<file path="src/rtl/edm_wide_pkg.sv">
// Shared types and width helpers for the edm_wide Sobel edge-detection master.
// Optional feature macro: EDM_THRESHOLD_EN (binarised output against a threshold).
package edm_pkg;

    // Externally visible mode code on ED_mode.
    typedef enum logic [1:0] {
        MODE_IDLE  = 2'b00,
        MODE_READ  = 2'b01,
        MODE_WRITE = 2'b10,
        MODE_DONE  = 2'b11
    } ed_mode_t;

    // Internal controller state.
    typedef enum logic [2:0] {
        S_IDLE,
        S_CHECK,
        S_FILL,
        S_CALC,
        S_WRITE,
        S_DONE
    } state_t;

    // Bits of one 3-row window holding n_out+2 pixels per row.
    function automatic int win_w(input int n_out, input int pix_w);
        return 3 * (n_out + 2) * pix_w;
    endfunction

    // Signed gradient width: 4*max pixel plus sign.
    function automatic int grad_w(input int pix_w);
        return pix_w + 3;
    endfunction

    // Unsaturated |Gx|+|Gy| width.
    function automatic int mag_w(input int pix_w);
        return pix_w + 4;
    endfunction

endpackage

</file>
<file path="src/rtl/edm_wide_sobel_kernel.sv">
// Combinational Sobel operator: one 3x3 neighbourhood in, one PIX_W result out.
// With EDM_THRESHOLD_EN the result is binarised against threshold; otherwise it is
// the magnitude saturated to the pixel range.
module sobel_kernel
    import edm_pkg::*;
#(
    parameter int PIX_W = 8
) (
    input  logic [2:0][2:0][PIX_W-1:0] pix,   // pix[row][col], row 0 is top
`ifdef EDM_THRESHOLD_EN
    input  logic [PIX_W-1:0]           threshold,
`endif
    output logic [PIX_W-1:0]           result
);

    localparam int GW = grad_w(PIX_W);
    localparam int MW = mag_w(PIX_W);
    localparam logic [MW-1:0] PIX_MAX = MW'((2 ** PIX_W) - 1);

    logic signed [GW-1:0] gx;
    logic signed [GW-1:0] gy;
    logic [MW-1:0]        ax;
    logic [MW-1:0]        ay;
    logic [MW-1:0]        mag;

    // Zero-extend a pixel into the signed gradient domain.
    function automatic logic signed [GW-1:0] ext(input logic [PIX_W-1:0] v);
        return $signed(GW'(v));
    endfunction

    // Gradients, absolute values and the final per-pixel result.
    always_comb begin
        gx = (ext(pix[0][2]) + (ext(pix[1][2]) <<< 1) + ext(pix[2][2]))
           - (ext(pix[0][0]) + (ext(pix[1][0]) <<< 1) + ext(pix[2][0]));
        gy = (ext(pix[2][0]) + (ext(pix[2][1]) <<< 1) + ext(pix[2][2]))
           - (ext(pix[0][0]) + (ext(pix[0][1]) <<< 1) + ext(pix[0][2]));
        ax  = MW'($unsigned(gx[GW-1] ? -gx : gx));
        ay  = MW'($unsigned(gy[GW-1] ? -gy : gy));
        mag = ax + ay;
`ifdef EDM_THRESHOLD_EN
        result = (mag >= MW'(threshold)) ? '1 : '0;
`else
        result = (mag > PIX_MAX) ? '1 : mag[PIX_W-1:0];
`endif
    end

endmodule

</file>
<file path="src/rtl/edm_wide.sv">
// edm_wide: Sobel edge-detection master. Walks the image in 3-row windows of N_OUT+2
// pixels, fetching each over fill_buff/buff_filled, computing N_OUT magnitudes in one
// cycle and writing them back over ED_dfb. The last window of a row is clamped to the
// right edge, so a few outputs may be rewritten with identical values.
// Optional feature macro: EDM_THRESHOLD_EN adds the threshold port and binarised output.
module edm_wide
    import edm_pkg::*;
#(
    parameter int N_OUT = 2,
    parameter int PIX_W = 8,
    parameter int DIM_W = 12,
    parameter int ADR_W = 20
) (
    input  logic                             clk,
    input  logic                             n_rst,
    input  logic                             ED_start,
    input  logic [DIM_W-1:0]                 image_width,
    input  logic [DIM_W-1:0]                 image_height,
    input  logic                             buff_filled,
    input  logic [win_w(N_OUT, PIX_W)-1:0]   ED_rdata,
    input  logic                             ED_dfb,
`ifdef EDM_THRESHOLD_EN
    input  logic [PIX_W-1:0]                 threshold,
`endif
    output logic                             fill_buff,
    output logic                             ED_done,
    output logic [1:0]                       ED_mode,
    output logic [ADR_W-1:0]                 ED_rpixnum,
    output logic [ADR_W-1:0]                 ED_wpixnum,
    output logic [N_OUT*PIX_W-1:0]           ED_wdata
);

    localparam int WINC  = N_OUT + 2;
    localparam int WIN_W = win_w(N_OUT, PIX_W);
    localparam int DW1   = DIM_W + 1;
    localparam logic [DIM_W:0] STEP = DW1'(N_OUT);
    localparam logic [DIM_W:0] WSPAN = DW1'(WINC);
    localparam logic [DIM_W:0] THREE = DW1'(3);

    state_t               state;
    logic [DIM_W-1:0]     row;
    logic [DIM_W-1:0]     col;
    logic [DIM_W-1:0]     width_q;
    logic [DIM_W-1:0]     height_q;
    logic [WIN_W-1:0]     win;
    logic [N_OUT*PIX_W-1:0] res;

    logic [DIM_W:0]       col_adv;
    logic [DIM_W:0]       last_col;
    logic [DIM_W:0]       nrow;
    logic [DIM_W-1:0]     ncol;
    logic                 finish;
    logic [ADR_W-1:0]     next_rpix;

    // One kernel per output pixel; output k sees window columns k..k+2.
    for (genvar k = 0; k < N_OUT; k++) begin : g_lane
        logic [2:0][2:0][PIX_W-1:0] tap;
        for (genvar r = 0; r < 3; r++) begin : g_r
            for (genvar c = 0; c < 3; c++) begin : g_c
                assign tap[r][c] = win[(r*WINC + k + c)*PIX_W +: PIX_W];
            end
        end
        sobel_kernel #(.PIX_W(PIX_W)) u_kernel (
            .pix       (tap),
`ifdef EDM_THRESHOLD_EN
            .threshold (threshold),
`endif
            .result    (res[k*PIX_W +: PIX_W])
        );
    end

    // Next window position: step right, clamp to the edge once, then wrap to next row.
    always_comb begin
        col_adv  = {1'b0, col} + STEP;
        last_col = {1'b0, width_q} - WSPAN;
        nrow     = {1'b0, row};
        ncol     = col_adv[DIM_W-1:0];
        if (col_adv + WSPAN > {1'b0, width_q}) begin
            if ({1'b0, col} == last_col) begin
                nrow = {1'b0, row} + 1'b1;
                ncol = '0;
            end else begin
                ncol = last_col[DIM_W-1:0];
            end
        end
        finish    = (nrow + THREE) > {1'b0, height_q};
        next_rpix = ADR_W'(nrow[DIM_W-1:0]) * ADR_W'(width_q) + ADR_W'(ncol);
    end

    // Controller FSM with registered handshake, address and data outputs.
    always_ff @(posedge clk or negedge n_rst) begin
        if (!n_rst) begin
            state      <= S_IDLE;
            row        <= '0;
            col        <= '0;
            width_q    <= '0;
            height_q   <= '0;
            win        <= '0;
            fill_buff  <= 1'b0;
            ED_done    <= 1'b0;
            ED_mode    <= MODE_IDLE;
            ED_rpixnum <= '0;
            ED_wpixnum <= '0;
            ED_wdata   <= '0;
        end else begin
            case (state)
                S_IDLE: begin
                    if (ED_start) begin
                        width_q  <= image_width;
                        height_q <= image_height;
                        state    <= S_CHECK;
                    end
                end
                S_CHECK: begin
                    if ({1'b0, width_q} < WSPAN || {1'b0, height_q} < THREE) begin
                        ED_done <= 1'b1;
                        ED_mode <= MODE_DONE;
                        state   <= S_DONE;
                    end else begin
                        row        <= '0;
                        col        <= '0;
                        ED_rpixnum <= '0;
                        fill_buff  <= 1'b1;
                        ED_mode    <= MODE_READ;
                        state      <= S_FILL;
                    end
                end
                S_FILL: begin
                    if (buff_filled) begin
                        win       <= ED_rdata;
                        fill_buff <= 1'b0;
                        state     <= S_CALC;
                    end
                end
                S_CALC: begin
                    ED_wdata   <= res;
                    ED_wpixnum <= ED_rpixnum + ADR_W'(width_q) + ADR_W'(1);
                    ED_mode    <= MODE_WRITE;
                    state      <= S_WRITE;
                end
                S_WRITE: begin
                    if (ED_dfb) begin
                        if (finish) begin
                            ED_done <= 1'b1;
                            ED_mode <= MODE_DONE;
                            state   <= S_DONE;
                        end else begin
                            row        <= nrow[DIM_W-1:0];
                            col        <= ncol;
                            ED_rpixnum <= next_rpix;
                            fill_buff  <= 1'b1;
                            ED_mode    <= MODE_READ;
                            state      <= S_FILL;
                        end
                    end
                end
                S_DONE: begin
                    if (!ED_start) begin
                        ED_done <= 1'b0;
                        ED_mode <= MODE_IDLE;
                        state   <= S_IDLE;
                    end
                end
                default: state <= S_IDLE;
            endcase
        end
    end

endmodule

</file>
<file path="config.mk">
export PLATFORM = sky130hd
export DESIGN_NAME = edm_wide
export DESIGN_NICKNAME = d
export VERILOG_FILES = /design/src/rtl/edm_wide_pkg.sv /design/src/rtl/edm_wide_sobel_kernel.sv /design/src/rtl/edm_wide.sv
export SDC_FILE = /design/constraint.sdc
export NUM_CORES = 1
export LEC_CHECK = 0
export BUFFER_PORTS_ARGS = -buffer_cell sky130_fd_sc_hd__buf_2
export CORE_AREA = 2 2 277 279
export CTS_CLUSTER_DIAMETER = 80
export DETAILED_ROUTE_END_ITERATION = 12
export DIE_AREA = 0 0 279 281
export MAX_ROUTING_LAYER = met4
export PLACE_DENSITY = 0.56
export SLEW_MARGIN = 25
export SYNTH_ARGS = -nofsm -noshare
export SYNTH_HDL_FRONTEND = slang
export SYNTH_HIERARCHICAL = 1
export SYNTH_SLANG_ARGS = --single-unit
</file>
<file path="constraint.sdc">
create_clock -name clk -period 24.2 [get_ports clk]
set_clock_uncertainty 0.05 [all_clocks]
set_input_delay 4.84 -clock clk [delete_from_list [all_inputs] [get_ports clk]]
set_output_delay 4.84 -clock clk [all_outputs]
set_load 0.02 [all_outputs]
</file>
==> results of run 1 <==
## state kept, by name, indices dropped and copies added (netlist names)
register,cells
width_q,12
height_q,12
ED_done,1
state,3
ED_mode,2
fill_buff,1
ED_rpixnum,20
col,12
win,96
ED_wpixnum,20
ED_wdata,16
row,12
## how the worst min path moves through the flow
| stage | startpoint | to |
|---|---|---|
| 6_report | ED_wpixnum[12]$_DFFE_PN0P_ | ED_wpixnum[12]$_DFFE_PN0P_ |
| 5_1_grt | ED_wpixnum[12]$_DFFE_PN0P_ | ED_wpixnum[12]$_DFFE_PN0P_ |
| 4_1_cts | ED_wpixnum[12]$_DFFE_PN0P_ | ED_wpixnum[12]$_DFFE_PN0P_ |
| 3_5_place_dp | ED_wpixnum[12]$_DFFE_PN0P_ | ED_wpixnum[12]$_DFFE_PN0P_ |
| 3_3_place_gp | ED_wpixnum[8]$_DFFE_PN0P_ | ED_wpixnum[8]$_DFFE_PN0P_ |
| 2_1_floorplan | win[39]$_DFFE_PN0P_ | win[39]$_DFFE_PN0P_ |
## cells by family after synthesis
family / synth area share, %
muxes: 6.56
xor gates and xnor gates: 6.04
adders and majority gates: 30.1
and+or+nand+nor: 13.3
DFF: 23.1
buffers and inverters: 9.45
AOI/OAI and AO/OA: 11.4
## cells in the mapped netlist, drive strengths merged, types with 4 or more instances
master and count:
o21bai 10, o2111ai 5, dfrtp 207, o211ai 8, nor4 23, mux2 120, a21oi 79, and3 16
and4 4, o21ai 138, o22ai 4, nand2b 20, a221oi 4, nand4 24, clkbuf 66, nor3 40
a211oi 7, or3 14, xor2 52, nand3 72, xnor2 94, a31oi 16, o31ai 8, mux2i 12
nand4b 6, or2 11, fa 233, a21o 38, o21a 19, o22a 7, a211o 4, nor4b 4
nor2 159, or4 5, buf 17, o31a 8, nand2 171, ha 167, nor2b 16, and2 14
nor3b 7, inv 459
## placed cells by master, fill, tap and decap left out, drive strengths merged, types with 8 or more instances in the layout
cell type,synthesis,final
inv,459,461
fa,233,233
dfrtp,207,207
buf,17,199
nand2,171,171
ha,167,167
nor2,159,159
o21ai,138,138
mux2,120,120
xnor2,94,94
a21oi,79,79
nand3,72,72
xor2,52,52
nor3,40,40
a21o,38,38
clkbuf,66,37
nand4,24,24
nor4,23,23
nand2b,20,20
o21a,19,19
and3,16,16
nor2b,16,16
a31oi,16,16
and2,14,14
or3,14,14
mux2i,12,12
or2,11,11
o21bai,10,10
clkinv,3,10
o211ai,8,8
o31ai,8,8
o31a,8,8
## area by class of cell
| cell class | instances | share of cell area [%] |
|---|---|---|
| Multi-Input combinational cell | 1687 | 59.8 |
| Inverter | 462 | 6.85 |
| Antenna cell | 5 | 0.0494 |
| Timing Repair Buffer | 199 | 4.12 |
| Clock buffer | 37 | 3.14 |
| Clock inverter | 16 | 0.810 |
| Sequential cell | 207 | 20.4 |
| Tap cell | 978 | 4.83 |
## per-stage QoR
stage / worst slack (ns) / instances
after floorplan: 14.60 / 2439
after global placement: 13.90 / 3533
after detailed placement: 13.63 / 3533
after CTS: 13.62 / 3586
after global routing: 12.78 / 3591
final: 13.53 / 3591
## worst max-delay path: cells and delay by family, from the launching register on
family / cells / cell delay, ns
AO/OA/AOI/OAI: 7 / 2.15
XOR/XNOR: 4 / 1.52
adder cells (fa/ha/maj): 9 / 4.00
buffers and inverters: 3 / 0.15
flip-flops: 1 / 0.47
multiplexers: 1 / 0.33
AND/OR/NAND/NOR: 9 / 1.83
## routing by layer
layer	vias up	track usage (%)	wire (µm)
li1	8334	-	-
met1	8386	20.1	26300
met2	359	28.2	30300
met3	82	2.64	2940
met4	0	4.14	1430
met5	-	-	0
==> insert_results.sql, run 1 <==
INSERT INTO impl_metrics (metric_group, metric, value, unit) VALUES
('synth', 'synth.ff_latch_count', '207', ''),
('global_route', 'number_of_global_route_vias_before_repair', '17367', ''),
('global_route', 'antenna_violations_before_repair', '7', ''),
('finish', 'drive_above_1_share', '15.4', '%'),
('synth', 'post_synth_instance_area', '22400', 'µm²'),
('outcome', 'status', 'completed', ''),
('critical_path', 'r2r-start', 'col[1]$_DFFE_PN0P_', ''),
('routing', 'vias_per_cell', '4.78', ''),
('synth', 'synth_top_area_cell', 'sky130_fd_sc_hd__dfrtp_1', ''),
('finish', 'multi_input_area', '15100', 'µm²'),
('critical_path', 'reg2reg_depth', '33', ''),
('floorplan', 'initial_utilization', '29.7', '%'),
('cts', 'numCtsBuffers', '29', ''),
('cts', 'cts_htree_levels', '1', ''),
('critical_path', 'critPathLaunchType', 'flip-flop', ''),
('routing', 'postRouteAntennaNets', '0', ''),
('cts', 'post_cts_buffers', '0', ''),
('placement', 'gp_congestion', '0.908', ''),
('synth', 'postSynthAreaPerCell', '9.19', 'µm²'),
('finish', 'postLayoutCoreUtil', '33.6', '%'),
('routing', 'route.vias.total', '17161', ''),
('synth', 'synth_sequential_area_ratio', '23.1', '%'),
('global_route', 'grt_max_degree', '90', ''),
('floorplan', 'num_io_pins', '185', ''),
('synth', 'ys_warn_count', '6', ''),
('global_route', 'global_route.usage.total', '16.4', '%'),
('synth', 'synth_cell_type_count', '92', ''),
('critical_path', 'critPathMostFrequentCell', 'sky130_fd_sc_hd__fa_1', ''),
('cts', 'clockBufferDepth', '3', ''),
('sta', 'max_clock_freq', '93.7', 'MHz'),
('floorplan', 'std_cell_rows', '101', ''),
('floorplan', 'die_h', '281', 'µm'),
('cts', 'cts_repair_resize_count', '0', ''),
('worst_hold_path', 'hold_path.class', 'flip-flop to flip-flop', ''),
('finish', 'stdcell_area', '25300', 'µm²'),
('routing', 'post-route-drc-count', '0', ''),
('sta', 'final_min_period_over_clock_period', '44.1', '%'),
('sta', 'fin_setup_tns', '0', 'ns'),
('synth', 'synth.top_cells.by_area', 'sky130_fd_sc_hd__dfrtp_1 23%, sky130_fd_sc_hd__fa_1 21%, sky130_fd_sc_hd__ha_1 9.3%', ''),
('cts', 'clock_tree_from_tritoncts', 'done', ''),
('critical_path', 'timing.critical_path.required', '24.59', 'ns'),
('global_route', 'grt_pass1_wl', '98200', 'µm'),
('floorplan', 'dieArea', '78400', 'µm²'),
('placement', 'place.detailed.hpwl', '48700', 'µm'),
('routing', 'drt-wirelength-per-cell', '17.0', 'µm'),
('global_route', 'grt_overflow_total', '0', ''),
('synth', 'synth_fp_nets', '2964', ''),
('cts', 'clockRootBuffer', 'sky130_fd_sc_hd__clkbuf_16', ''),
('synth', 'synthesis.instances', '2439', ''),
('critical_path', 'critPathCaptureType', 'flip-flop', ''),
('critical_path', 'timing.setup.critical_path_class', 'flip-flop to flip-flop', ''),
('cts', 'clock_sink_count', '207', ''),
('sta', 'final_count_of_hold_timing_violations', '0', ''),
('sta', 'worst_pin_slew', '1.13', 'ns'),
('sta', 'fin_crit', '10.67', 'ns'),
('worst_hold_path', 'min_path_cells', '2', ''),
('sta', 'report.final.setup_viol', '0', ''),
('routing', 'drt_pass1_iterations', '6', ''),
('finish', 'seq_area', '5180', 'µm²'),
('placement', 'place_area', '24300', 'µm²'),
('sta', 'slew_viol_final', '0', ''),
('critical_path', 'critical-path-slowest-cell', 'sky130_fd_sc_hd__xnor2_1', ''),
('critical_path', 'reg2reg_slack', '13.53', 'ns'),
('cts', 'cts-hold-fix-buffers', '0', ''),
('routing', 'wl', '61000', 'µm'),
('sta', 'rsz_0062_raised_after_global_routing', 'no', ''),
('routing', 'drt_first_iter_violations', '1032', ''),
('synth', 'synth_flop_cell', 'sky130_fd_sc_hd__dfrtp_1', ''),
('synth', 'synth_edf_count', '0', ''),
('finish', 'final_layout_fill_cell_count', '7788', ''),
('critical_path', 'delay_of_the_slowest_critical_path_stage', '0.95', 'ns');
Power of run 1 is left out: the tool's default activity adds up to more than one toggle a clock period on the data nets, which glitch-free logic cannot reach.
==> run 2: changes to the inputs <==
ABC_AREA = 1   (was unset)
CORE_AREA = 2 2 282 284   (was 2 2 277 279)
DIE_AREA = 0 0 284 286   (was 0 0 279 281)
PLACE_DENSITY = 0.58   (was 0.56)
clock period = 9.6 ns   (was 24.2 ns; I/O delays follow)
==> run 2 against run 1 <==
Register-to-register slack lost 13 ns. Clock-buffer cell count rose by 1. Cell count up 18%. Synthesized cell count is 22% higher. Area after synthesis is 3.7% higher. Flip-flop and latch count is the same. Worst setup slack lost 13 ns. Critical endpoint is now ED_rpixnum[17]$_DFFE_PN0P_.
==> insert_results.sql, run 2 <==
INSERT INTO impl_metrics (metric_group, metric, value, unit) VALUES
('critical_path', 'critPathCaptureType', 'flip-flop', ''),
('cts', 'post_cts_buffers', '0', ''),
('critical_path', 'timing.critical_path.required', '10.03', 'ns'),
('critical_path', 'reg2reg_depth', '46', ''),
('critical_path', 'timing.critical_path.fanout_max', '21', ''),
('sta', 'final_min_period_over_clock_period', '92.0', '%'),
('routing', 'wl', '63300', 'µm'),
('placement', 'portBuffers', '184', ''),
('floorplan', 'initial_utilization', '29.7', '%'),
('routing', 'drt_first_iter_violations', '1107', ''),
('worst_hold_path', 'hold_path.class', 'flip-flop to flip-flop', ''),
('placement', 'place.detailed.hpwl', '52000', 'µm'),
('critical_path', 'cp.arrival', '9.26', 'ns'),
('finish', 'multi_input_area', '15300', 'µm²'),
('synth', 'synth_edf_count', '0', ''),
('sta', 'slew_viol_final', '0', ''),
('critical_path', 'worstReg2RegEnd', 'ED_rpixnum[17]$_DFFE_PN0P_', ''),
('sta', 'worst_pin_slew', '1.05', 'ns'),
('cts', 'clockRootBuffer', 'sky130_fd_sc_hd__clkbuf_16', ''),
('floorplan', 'fp.coreArea', '78400', 'µm²'),
('global_route', 'antenna_violations_before_repair', '2', ''),
('global_route', 'grt_max_degree', '97', ''),
('synth', 'synth_fp_nets', '3500', ''),
('sta', 'final_count_of_hold_timing_violations', '0', ''),
('finish', 'final_layout_fill_cell_count', '8391', ''),
('placement', 'gp_congestion', '0.930', ''),
('synth', 'synth_top_area_cell', 'sky130_fd_sc_hd__dfrtp_1', ''),
('cts', 'worstSkewPairLatency', '0.61', 'ns'),
('cts', 'clock_sink_count', '207', ''),
('global_route', 'global_route.usage.total', '16.4', '%'),
('cts', 'cts-hold-fix-buffers', '0', ''),
('job', 'cap_viol_max_count', '0', ''),
('sta', 'rsz_0062_raised_after_global_routing', 'no', ''),
('sta', 'worst_hold_slack', '0.428', 'ns'),
('sta', 'fin_setup_tns', '0', 'ns'),
('sta', 'max_clock_freq', '113', 'MHz'),
('synth', 'synth.ff_latch_count', '207', ''),
('finish', 'nNetsFinal', '3677', ''),
('synth', 'synthesis.instances', '2975', ''),
('cts', 'cts_repair_resize_count', '0', ''),
('finish', 'insertedDiodeCount', '0', ''),
('synth', 'synth_flop_cell', 'sky130_fd_sc_hd__dfrtp_1', ''),
('cts', 'clockBufferDepth', '3', ''),
('cts', 'clock_tree_from_tritoncts', 'done', ''),
('critical_path', 'critPathMostFrequentCell', 'sky130_fd_sc_hd__nand2_1', ''),
('synth', 'yosys.area_share.adder', '29.0', '%'),
('placement', 'placed_cells_incl_taps', '4171', ''),
('critical_path', 'timing.setup.critical_path_class', 'flip-flop to flip-flop', ''),
('floorplan', 'dieArea', '81200', 'µm²'),
('finish', 'largest_register_ffs', '96', ''),
('floorplan', 'std_cell_rows', '103', ''),
('synth', 'ys_warn_count', '6', ''),
('routing', 'vias_per_cell', '4.50', ''),
('sta', 'fin_crit', '8.83', 'ns'),
('outcome', 'status', 'completed', ''),
('sta', 'report.final.setup_viol', '0', ''),
('global_route', 'grt_overflow_total', '0', ''),
('routing', 'drt_pass1_iterations', '5', ''),
('global_route', 'grt_pass1_wl', '104000', 'µm'),
('worst_hold_path', 'hold_path_end', 'ED_wdata[14]$_DFFE_PN0P_', ''),
('critical_path', 'critPathLaunchType', 'flip-flop', ''),
('finish', 'final_common_cell', 'sky130_fd_sc_hd__nand2_1', ''),
('cts', 'clk_pin_slew_worst_paths', '0.06', 'ns'),
('sta', 'timing.max_slew.rel_slack', '29.2', '%'),
('synth', 'synth-simple-area-share', '23.3', '%'),
('finish', 'largest_register_by_flop_count', 'win', ''),
('synth', 'postSynthAreaPerCell', '7.82', 'µm²'),
('global_route', 'number_of_global_route_vias_before_repair', '19574', ''),
('routing', 'postRouteAntennaNets', '0', ''),
('finish', 'area_growth_syn_to_layout', '13.4', '%'),
('placement', 'dp_worst_setup_slack', '0.850', 'ns'),
('finish', 'top_regs', 'win (96), ED_rpixnum (20), ED_wpixnum (20)', ''),
('finish', 'layout_common_cells', '694 x sky130_fd_sc_hd__nand2_1, 659 x sky130_fd_sc_hd__inv_1, 234 x sky130_fd_sc_hd__nor2_1', ''),
('cts', 'numCtsBuffers', '29', ''),
('finish', 'drive_above_1_share', '14.5', '%'),
('critical_path', 'delay_of_the_slowest_critical_path_stage', '0.53', 'ns'),
('floorplan', 'fp.dieW', '284', 'µm'),
('finish', 'finalNonFillerCells', '4224', ''),
('critical_path', 'r2r-start', 'col[2]$_DFFE_PN0P_', ''),
('sta', 'setup_ws', '0.768', 'ns'),
('finish', 'seq_area', '5180', 'µm²'),
('synth', 'synth_largest_type_area_fraction', '22.3', '%'),
('routing', 'drt-wirelength-per-cell', '15.0', 'µm'),
('synth', 'synthMostInstantiatedCell', 'sky130_fd_sc_hd__nand2_1', ''),
('synth', 'synth_cell_type_count', '56', ''),
('synth', 'synth_sequential_area_ratio', '22.3', '%'),
('critical_path', 'critical-path-slowest-cell', 'sky130_fd_sc_hd__fa_1', ''),
('worst_hold_path', 'min_path_cells', '2', ''),
('synth', 'synth_top_family_by_area', 'adder cells', ''),
('synth', 'post_synth_instance_area', '23300', 'µm²'),
('critical_path', 'reg2reg_slack', '0.77', 'ns'),
('cts', 'cts_htree_levels', '1', ''),
('floorplan', 'num_io_pins', '185', ''),
('routing', 'route.vias.total', '19027', ''),
('synth', 'synth_compound_area_share', '4.97', '%'),
('worst_hold_path', 'hold_path_startpoint', 'ED_wdata[14]$_DFFE_PN0P_', ''),
('synth', 'postSynth.asyncResetShare', '100', '%'),
('floorplan', 'die_h', '286', 'µm'),
('synth', 'synth.top_cells.by_area', 'sky130_fd_sc_hd__dfrtp_1 22%, sky130_fd_sc_hd__fa_1 20%, sky130_fd_sc_hd__nand2_1 11%', ''),
('synth', 'post_synth_most_frequent_cells', '694 x sky130_fd_sc_hd__nand2_1, 659 x sky130_fd_sc_hd__inv_1, 234 x sky130_fd_sc_hd__nor2_1', ''),
('synth', 'post_synth_mux_area_share', '4.70', '%'),
('routing', 'post-route-drc-count', '0', ''),
('synth', 'post_synth_xor_area_fraction', '3.42', '%');
## run 2: cell types whose count changed after synthesis, sizes merged, moves of 18 or more
cell,change
nand2,+564
inv,+212
nand3,+102
nor2,+95
xnor2,-78
o21ai,-73
a21o,-35
clkbuf,-34
mux2,-23
a21oi,+21
xor2,+21
nand2b,-20
nor4,-18
## run 2: metal layers
layer  up-vias  global-route usage [%]  share of wire, %
li1       9417                       -                 -
met3        88                    2.97               6.1
met2       422                    26.5                46
met1      9100                    21.2                45
met4         0                    4.28               2.7
met5         -                       -                 0
## run 2: area by class of cell
| cell class | count | share of cell area, % |
|---|---|---|
| Inverter | 677 | 9.64 |
| Sequential cell | 207 | 19.6 |
| Tap cell | 1050 | 4.98 |
| Clock inverter | 15 | 0.787 |
| Clock buffer | 38 | 3.11 |
| Timing Repair Buffer | 202 | 4.04 |
| Multi-Input combinational cell | 2035 | 57.8 |
## run 2: cell families (layout without fill, tap and decap cells)
kind of cell,Yosys count,after routing
fa+ha+maj,400,400
xor+xnor,89,89
mux,97,97
flops,207,207
simple gates,1249,1249
compound gates,200,200
buf+inv,733,932
## run 2: worst max-delay path, delay by kind of cell (launching register included)
kind            cells  cell delay (ns)
simple gates       21             2.25
xor+xnor            2             0.31
flops               1             0.43
compound gates      6             1.13
buf+inv             8             0.93
fa+ha+maj           9             3.57
## run 2: worst max-delay path by stage
| stage | start | endpoint | slack (ns) | cells after the start |
|---|---|---|---|---|
| after floorplan | col[1]$_DFFE_PN0P_ | ED_rpixnum[16]$_DFFE_PN0P_ | 1.57 | 48 |
| after global placement | col[1]$_DFFE_PN0P_ | ED_rpixnum[17]$_DFFE_PN0P_ | 1.00 | 48 |
| after detailed placement | col[1]$_DFFE_PN0P_ | ED_rpixnum[17]$_DFFE_PN0P_ | 0.85 | 46 |
| after CTS | col[2]$_DFFE_PN0P_ | ED_rpixnum[17]$_DFFE_PN0P_ | 0.80 | 46 |
| after global routing | col[2]$_DFFE_PN0P_ | ED_rpixnum[16]$_DFFE_PN0P_ | 0.01 | 44 |
| final | col[2]$_DFFE_PN0P_ | ED_rpixnum[17]$_DFFE_PN0P_ | 0.77 | 46 |
## run 2: per-stage QoR
| stage | util (%) | cell area, µm² |
|---|---|---|
| floorplan | - | 23300 |
| global placement | 32.4 | 25300 |
| detailed placement | 32.4 | 25400 |
| CTS | 33.7 | 26400 |
| global route | 33.7 | 26400 |
| finish | 33.7 | 26400 |
Power of run 2 is left out for the same reason.
